[src/rtl/pong_text_pkg.sv]
// Shared constants for the text tile buffer: screen geometry, blank glyph,
// control codes and the writer FSM state type.
package pong_text_pkg;

    // Tile grid shared with the character generation circuit.
    localparam int COLS = 80;
    localparam int ROWS = 30;

    // Code written by clear and backspace (blank glyph).
    localparam logic [6:0] CLEAR_CHAR = 7'h00;

    // Control codes interpreted by the writer.
    localparam logic [6:0] CC_BS = 7'h08;
    localparam logic [6:0] CC_LF = 7'h0A;
    localparam logic [6:0] CC_FF = 7'h0C;
    localparam logic [6:0] CC_CR = 7'h0D;

    // Last valid column / row, sized to the cursor counters.
    localparam logic [6:0] LAST_X = 7'(COLS - 1);
    localparam logic [4:0] LAST_Y = 5'(ROWS - 1);

    typedef enum logic {
        ST_IDLE,
        ST_CLEAR
    } state_t;

    // Tile RAM address is {row, col}; cols >= COLS are never written.
    function automatic logic [11:0] tile_addr(
        input logic [4:0] row,
        input logic [6:0] col
    );
        return {row, col};
    endfunction

endpackage

[src/rtl/tile_cursor.sv]
// Text cursor position register.
// Ports: clk, reset (sync, active-low); advance/newline/cr/retreat/home
// single-cycle move requests (mutually exclusive); x, y position; at_origin.
import pong_text_pkg::*;

module tile_cursor (
    input  logic       clk,
    input  logic       reset,
    input  logic       advance,
    input  logic       newline,
    input  logic       cr,
    input  logic       retreat,
    input  logic       home,
    output logic [6:0] x,
    output logic [4:0] y,
    output logic       at_origin
);

    logic [4:0] y_next_row;
    logic [4:0] y_prev_row;

    // Row moves wrap by compare, not by counter overflow.
    always_comb begin
        y_next_row = (y == LAST_Y) ? 5'd0 : y + 5'd1;
        y_prev_row = (y == 5'd0) ? LAST_Y : y - 5'd1;
    end

    assign at_origin = (x == 7'd0) && (y == 5'd0);

    always_ff @(posedge clk) begin
        if (!reset) begin
            x <= 7'd0;
            y <= 5'd0;
        end else begin
            unique case (1'b1)
                home: begin
                    x <= 7'd0;
                    y <= 5'd0;
                end
                advance: begin
                    if (x == LAST_X) begin
                        x <= 7'd0;
                        y <= y_next_row;
                    end else begin
                        x <= x + 7'd1;
                    end
                end
                newline: begin
                    x <= 7'd0;
                    y <= y_next_row;
                end
                cr: begin
                    x <= 7'd0;
                end
                retreat: begin
                    // Caller never retreats from the origin.
                    if (x != 7'd0) begin
                        x <= x - 7'd1;
                    end else begin
                        x <= LAST_X;
                        y <= y_prev_row;
                    end
                end
                default: begin
                end
            endcase
        end
    end

endmodule

[src/rtl/text_tile_writer.sv]
// Write side of the text tile buffer: turns a character stream into tile RAM
// writes, tracks the cursor, interprets control codes and runs a clear sweep.
// Ports: clk, reset (sync, active-low); char_valid/char_data/char_ready input
// stream; clear_req; wr_en/wr_addr/wr_data tile RAM write port;
// cursor_x/cursor_y cursor position; busy during the clear sweep.
import pong_text_pkg::*;

module text_tile_writer (
    input  logic        clk,
    input  logic        reset,
    input  logic        char_valid,
    input  logic [6:0]  char_data,
    output logic        char_ready,
    input  logic        clear_req,
    output logic        wr_en,
    output logic [11:0] wr_addr,
    output logic [6:0]  wr_data,
    output logic [6:0]  cursor_x,
    output logic [4:0]  cursor_y,
    output logic        busy
);

    state_t     state;
    logic [6:0] sweep_col;
    logic [4:0] sweep_row;
    logic [6:0] sweep_col_nx;
    logic [4:0] sweep_row_nx;
    logic       sweep_last;

    logic       xfer;
    logic       is_lf;
    logic       is_cr;
    logic       is_bs;
    logic       is_ff;
    logic       is_print;
    logic       start_clear;

    logic       cur_advance;
    logic       cur_newline;
    logic       cur_cr;
    logic       cur_retreat;
    logic       cur_home;
    logic       at_origin;

    logic [6:0] bs_x;
    logic [4:0] bs_y;

    // Gated by reset so nothing is accepted while reset is held.
    assign char_ready = reset && (state == ST_IDLE) && !clear_req;
    assign xfer       = char_valid && char_ready;

    always_comb begin
        is_lf    = (char_data == CC_LF);
        is_cr    = (char_data == CC_CR);
        is_bs    = (char_data == CC_BS);
        is_ff    = (char_data == CC_FF);
        is_print = !(is_lf || is_cr || is_bs || is_ff);
    end

    assign start_clear = (state == ST_IDLE)
                      && (clear_req || (xfer && is_ff));

    // Backspace target: the cell the cursor retreats onto.
    always_comb begin
        if (cursor_x != 7'd0) begin
            bs_x = cursor_x - 7'd1;
            bs_y = cursor_y;
        end else begin
            bs_x = LAST_X;
            bs_y = cursor_y - 5'd1;
        end
    end

    always_comb begin
        sweep_last = (sweep_col == LAST_X) && (sweep_row == LAST_Y);
        if (sweep_col == LAST_X) begin
            sweep_col_nx = 7'd0;
            sweep_row_nx = sweep_row + 5'd1;
        end else begin
            sweep_col_nx = sweep_col + 7'd1;
            sweep_row_nx = sweep_row;
        end
    end

    always_comb begin
        cur_advance = xfer && is_print;
        cur_newline = xfer && is_lf;
        cur_cr      = xfer && is_cr;
        cur_retreat = xfer && is_bs && !at_origin;
        cur_home    = (state == ST_CLEAR) && sweep_last;
    end

    tile_cursor u_cursor (
        .clk       (clk),
        .reset     (reset),
        .advance   (cur_advance),
        .newline   (cur_newline),
        .cr        (cur_cr),
        .retreat   (cur_retreat),
        .home      (cur_home),
        .x         (cursor_x),
        .y         (cursor_y),
        .at_origin (at_origin)
    );

    // The write for a transfer, and every sweep write, is registered here so
    // it lands on the port one cycle later, aligned with the cursor update.
    always_ff @(posedge clk) begin
        if (!reset) begin
            state     <= ST_IDLE;
            wr_en     <= 1'b0;
            wr_addr   <= 12'd0;
            wr_data   <= 7'd0;
            busy      <= 1'b0;
            sweep_col <= 7'd0;
            sweep_row <= 5'd0;
        end else begin
            wr_en <= 1'b0;
            unique case (state)
                ST_IDLE: begin
                    if (start_clear) begin
                        // First sweep write goes out with the state change.
                        state     <= ST_CLEAR;
                        busy      <= 1'b1;
                        wr_en     <= 1'b1;
                        wr_addr   <= tile_addr(5'd0, 7'd0);
                        wr_data   <= CLEAR_CHAR;
                        sweep_col <= 7'd0;
                        sweep_row <= 5'd0;
                    end else if (cur_advance) begin
                        wr_en   <= 1'b1;
                        wr_addr <= tile_addr(cursor_y, cursor_x);
                        wr_data <= char_data;
                    end else if (cur_retreat) begin
                        wr_en   <= 1'b1;
                        wr_addr <= tile_addr(bs_y, bs_x);
                        wr_data <= CLEAR_CHAR;
                    end
                end
                ST_CLEAR: begin
                    if (sweep_last) begin
                        state <= ST_IDLE;
                        busy  <= 1'b0;
                    end else begin
                        wr_en     <= 1'b1;
                        wr_addr   <= tile_addr(sweep_row_nx, sweep_col_nx);
                        wr_data   <= CLEAR_CHAR;
                        sweep_col <= sweep_col_nx;
                        sweep_row <= sweep_row_nx;
                    end
                end
                default: begin
                    state <= ST_IDLE;
                end
            endcase
        end
    end

endmodule

[config.mk]
export PLATFORM = sky130hd
export DESIGN_NAME = text_tile_writer
export DESIGN_NICKNAME = d
export VERILOG_FILES = /design/src/rtl/pong_text_pkg.sv /design/src/rtl/tile_cursor.sv /design/src/rtl/text_tile_writer.sv
export SDC_FILE = /design/constraint.sdc
export NUM_CORES = 1
export LEC_CHECK = 0
export CORE_MARGIN = 2
export CORE_UTILIZATION = 55
export CTS_CLUSTER_SIZE = 14
export DETAILED_ROUTE_END_ITERATION = 16
export GPL_ROUTABILITY_DRIVEN = 0
export GPL_TIMING_DRIVEN = 0
export PLACE_DENSITY = 0.87
export SYNTH_ARGS = -nofsm -noshare
export SYNTH_HDL_FRONTEND = slang
export SYNTH_SLANG_ARGS = --single-unit
[constraint.sdc]
create_clock -name clk -period 5.6 [get_ports clk]
set_clock_uncertainty 0.2 [all_clocks]
set_input_delay 1.4 -clock clk [delete_from_list [all_inputs] [get_ports clk]]
set_output_delay 1.4 -clock clk [all_outputs]
set_load 0.05 [all_outputs]
==> out/summary.txt <==
GRT
----------------------------------------------------------------------------------
Global route total overflow                                                      0
Pin count of the biggest net entering global routing                            17
First-pass GRT wire length                                                 12.5 mm
Number of global-route vias before repair                                     2575
Number of antenna violations at the first check in global routing                0
Global-route usage over all layers                                           29.1%

DETAILED ROUTING
----------------------------------------------------------------------------------
DRT Wirelength                                                             7.92 mm
Per-cell via count in the routed design                                       6.15
Count of TritonRoute iterations in the first routing pass                        5
Vias                                                                          2901
Drt first-iter violations                                                      254
Remaining number of nets flagged by the antenna check after routing              0
Routed WL per cell                                                    16.8 microns
Remaining routing DRC violations                                                 0

STA
----------------------------------------------------------------------------------
Final hold violations                                                            0
Final setup violation count                                                      0
Slew @ Worst Pin                                                          0.647 ns
Period utilization                                                           92.4%
Setup repair after global routing missed its margin                             no
Minimum period implied by the final worst setup slack                      5.17 ns
Achievable clock frequency                                                 193 MHz
Sum Neg Setup Slack                                                           0 ns
Relative slew margins                                                        56.9%
Count of pins over their slew limit                                              0

FINAL LAYOUT
----------------------------------------------------------------------------------
Fillers                                                                        397
Post-synthesis to final-layout area growth                                   23.2%
Post-layout nets                                                               423
Antenna cell count                                                               0
Share of layout cells above drive strength 1                                 7.65%
Util after Layout                                                            71.6%

SYNTHESIS
----------------------------------------------------------------------------------
Top cell type by total area after synthesis                                dfxtp_1
Portion of the post-synthesis area used by sequential elements               33.1%
Mean instance size in the synthesized netlist                           7.88 sq um
Post-synthesis register bit count                                               46
Count of different cell masters after synthesis                                 63
Number of synthesis warnings                                                     0
Synth Instances                                                                353
Commonest register cell after synthesis                                    dfxtp_1
Post-Synthesis Cell Area                                              0.00278 sq mm
Post-synth net total                                                           372
Biggest area contributors in the synthesized netlist                  dfxtp_1, nand2_1, nor2_1
Share of flip-flops with an asynchronous set or reset                           0%
EDFF count, synth                                                                0
Synth top area share                                                         33.1%

WORST SETUP PATH
----------------------------------------------------------------------------------
Data required time of the worst path                                       4.00 ns
Crit. End Element                                                      output port
Arrival time of data at the critical path endpoint                         3.57 ns
Register-to-Register Path Depth                                                  8
Worst flop-to-flop path endpoint                                      u_cursor.x[5]
Slack of the worst reg-to-reg path                                         2.83 ns
CP Max Fanout                                                                   10
Worst reg2reg startpoint                                              sweep_col[0]
Kind of start point of the critical path                              primary input
Crit Path Category                                                       in -> out

MIN PATH
----------------------------------------------------------------------------------
Hold endpoint                                                           wr_addr[4]
Worst hold path class                                                   reg -> reg
Worst hold path startpoint                                              wr_addr[4]
Number of instances on the worst hold path                                       2

CTS
----------------------------------------------------------------------------------
Worst-skew pair later-pin latency                                          0.32 ns
Post-CTS Setup Bufs                                                              0
Clock tree from TritonCTS                                                    built
Root buffer cell                                                          clkbuf_8
Number of H-tree levels                                                          2
Buffer levels on the longest clock path                                          2
TritonCTS Buffers                                                                5
Clk sinks                                                                       46
Clock transition at the registers of the reported paths                    0.10 ns

POWER AND IR DROP
----------------------------------------------------------------------------------
Maximum ir drop on the vdd rail                                           0.184 mV
Pwr/cell area                                                          234 mW/mm^2
Leak pwr                                                                0.00126 uW

DIE
----------------------------------------------------------------------------------
Die X                                                                 75.1 microns
Initial Util                                                                 58.1%
Die area                                                              0.00564 sq mm
Chip height                                                           75.1 microns
Standard-cell rows                                                              25
I/O pin count                                                                   45
Core outline area                                                     0.00479 sq mm

FLOW RUN
----------------------------------------------------------------------------------
Reported max-cap violation count                                                 0

RUN STATUS
----------------------------------------------------------------------------------
Run status                                                               completed

PLACEMENT
----------------------------------------------------------------------------------
Placed wire-length estimate after detailed placement                       5.69 mm
Number of input and output port buffers inserted                                44

==> layer usage <==
metal	GRT usage (%)	part of all wire [%]
met2	46.8	46
met1	37.6	41
met5	0	0
met4	11.5	2.5
met3	7.50	10
==> placed cells by master (no fill, tap or decap), types with 4 or more instances in the layout <==
cell             count
buf_2                7
a22o_1               6
clkdlybuf4s50_1     43
clkbuf_1            13
nand2_1             51
nor2_1              41
a211oi_1             7
nand3_1             16
a32oi_1             10
nand2b_1             4
nor3_1              10
a21oi_1             23
inv_1               13
xnor2_1              7
nor3b_1              4
a22oi_1              6
dfxtp_1             46
ha_1                 8
and3_1               5
clkbuf_8             5
o21ai_0              7
xor2_1               7
==> cells in the mapped netlist, drive strengths merged (2+ instances only) <==
library cell	count
a22o	6
or3	2
nand3	17
mux2i	2
nor3	13
a21oi	23
o31a	2
o211ai	3
and3	5
xor2	7
buf	9
a221oi	3
nand4	2
nor2	43
nand2	51
o22ai	3
nand2b	4
o21ai	10
nor3b	5
xnor2	7
a22oi	6
inv	13
a31o	3
dfxtp	46
clkbuf	13
o221a	3
ha	8
a211oi	7
a32oi	10
a41oi	2
a31oi	3
nor2b	2
or2	2
==> worst max-delay path: stages <==
cell and delay (ns):
clkdlybuf4s50_1 0.50, clkbuf_1 0.42, inv_1 0.19, clkbuf_1 0.34
nor3_1 0.25, dlymetal6s2s_1 0.47
==> layout make-up <==
type / instances / area [sq um] / share of cell area, %
well taps: 67 / 83.8 / 2.45
plain buffers: 22 / 98.8 / 2.88
inverters: 13 / 48.8 / 1.42
clock inverters: 3 / 48.8 / 1.42
clock buffers: 5 / 68.8 / 2.01
flip-flops and latches: 46 / 921 / 26.9
multi-input cells: 272 / 1710 / 50.0
repair buffers: 44 / 443 / 12.9
==> sequential cells by signal, indices dropped and copies added, names as in the netlist, 5 cells and up <==
name        count
wr_data         7
sweep_col       7
u_cursor.x      7
sweep_row       5
wr_addr        12
u_cursor.y      5
==> worst max path at each step <==
stage	startpoint	to	slack, ns	cells past startpoint
2_1_floorplan	reset	char_ready	0.97	4
3_3_place_gp	reset	char_ready	0.12	6
3_5_place_dp	reset	char_ready	0.11	6
4_1_cts	reset	char_ready	0.07	6
5_1_grt	reset	char_ready	0.23	6
6_report	reset	char_ready	0.43	6
==> stage by stage <==
step / worst slack [ns] / std cells / area (sq um) / hold slack (ns) / power (uW)
floorplan: 0.967 / 353 / 2780 / 0.257 / 478
global placement: 0.121 / 464 / 3310 / 0.235 / 533
detailed placement: 0.106 / 464 / 3310 / 0.236 / 537
CTS: 0.0732 / 472 / 3420 / 0.259 / 800
global route: 0.227 / 472 / 3430 / 0.266 / 827
finish: 0.425 / 472 / 3430 / 0.256 / 802
==> cells by family after synthesis <==
kind of cell	Yosys count	share of synthesized area, %
simple gates	154	27.5
fa+ha+maj	8	3.60
xor+xnor	14	4.41
buf+inv	35	5.31
compound gates	93	25.0
flops	46	33.1
mux	3	1.12
==> what timing repair did <==
item,CTS,global route
hold buffers,0,0
resized for setup,0,1
endpoints found under the setup margin,0,1
==> report_power, final <==
part | internal, uW | leakage, uW | switching (uW)
Combinational | 62.0 | 0.000826 | 121
Clock | 136 | 0.0000563 | 132
Sequential | 341 | 0.000375 | 10.2
Total | 540 | 0.00126 | 263
(Power assumes the default switching activity.)
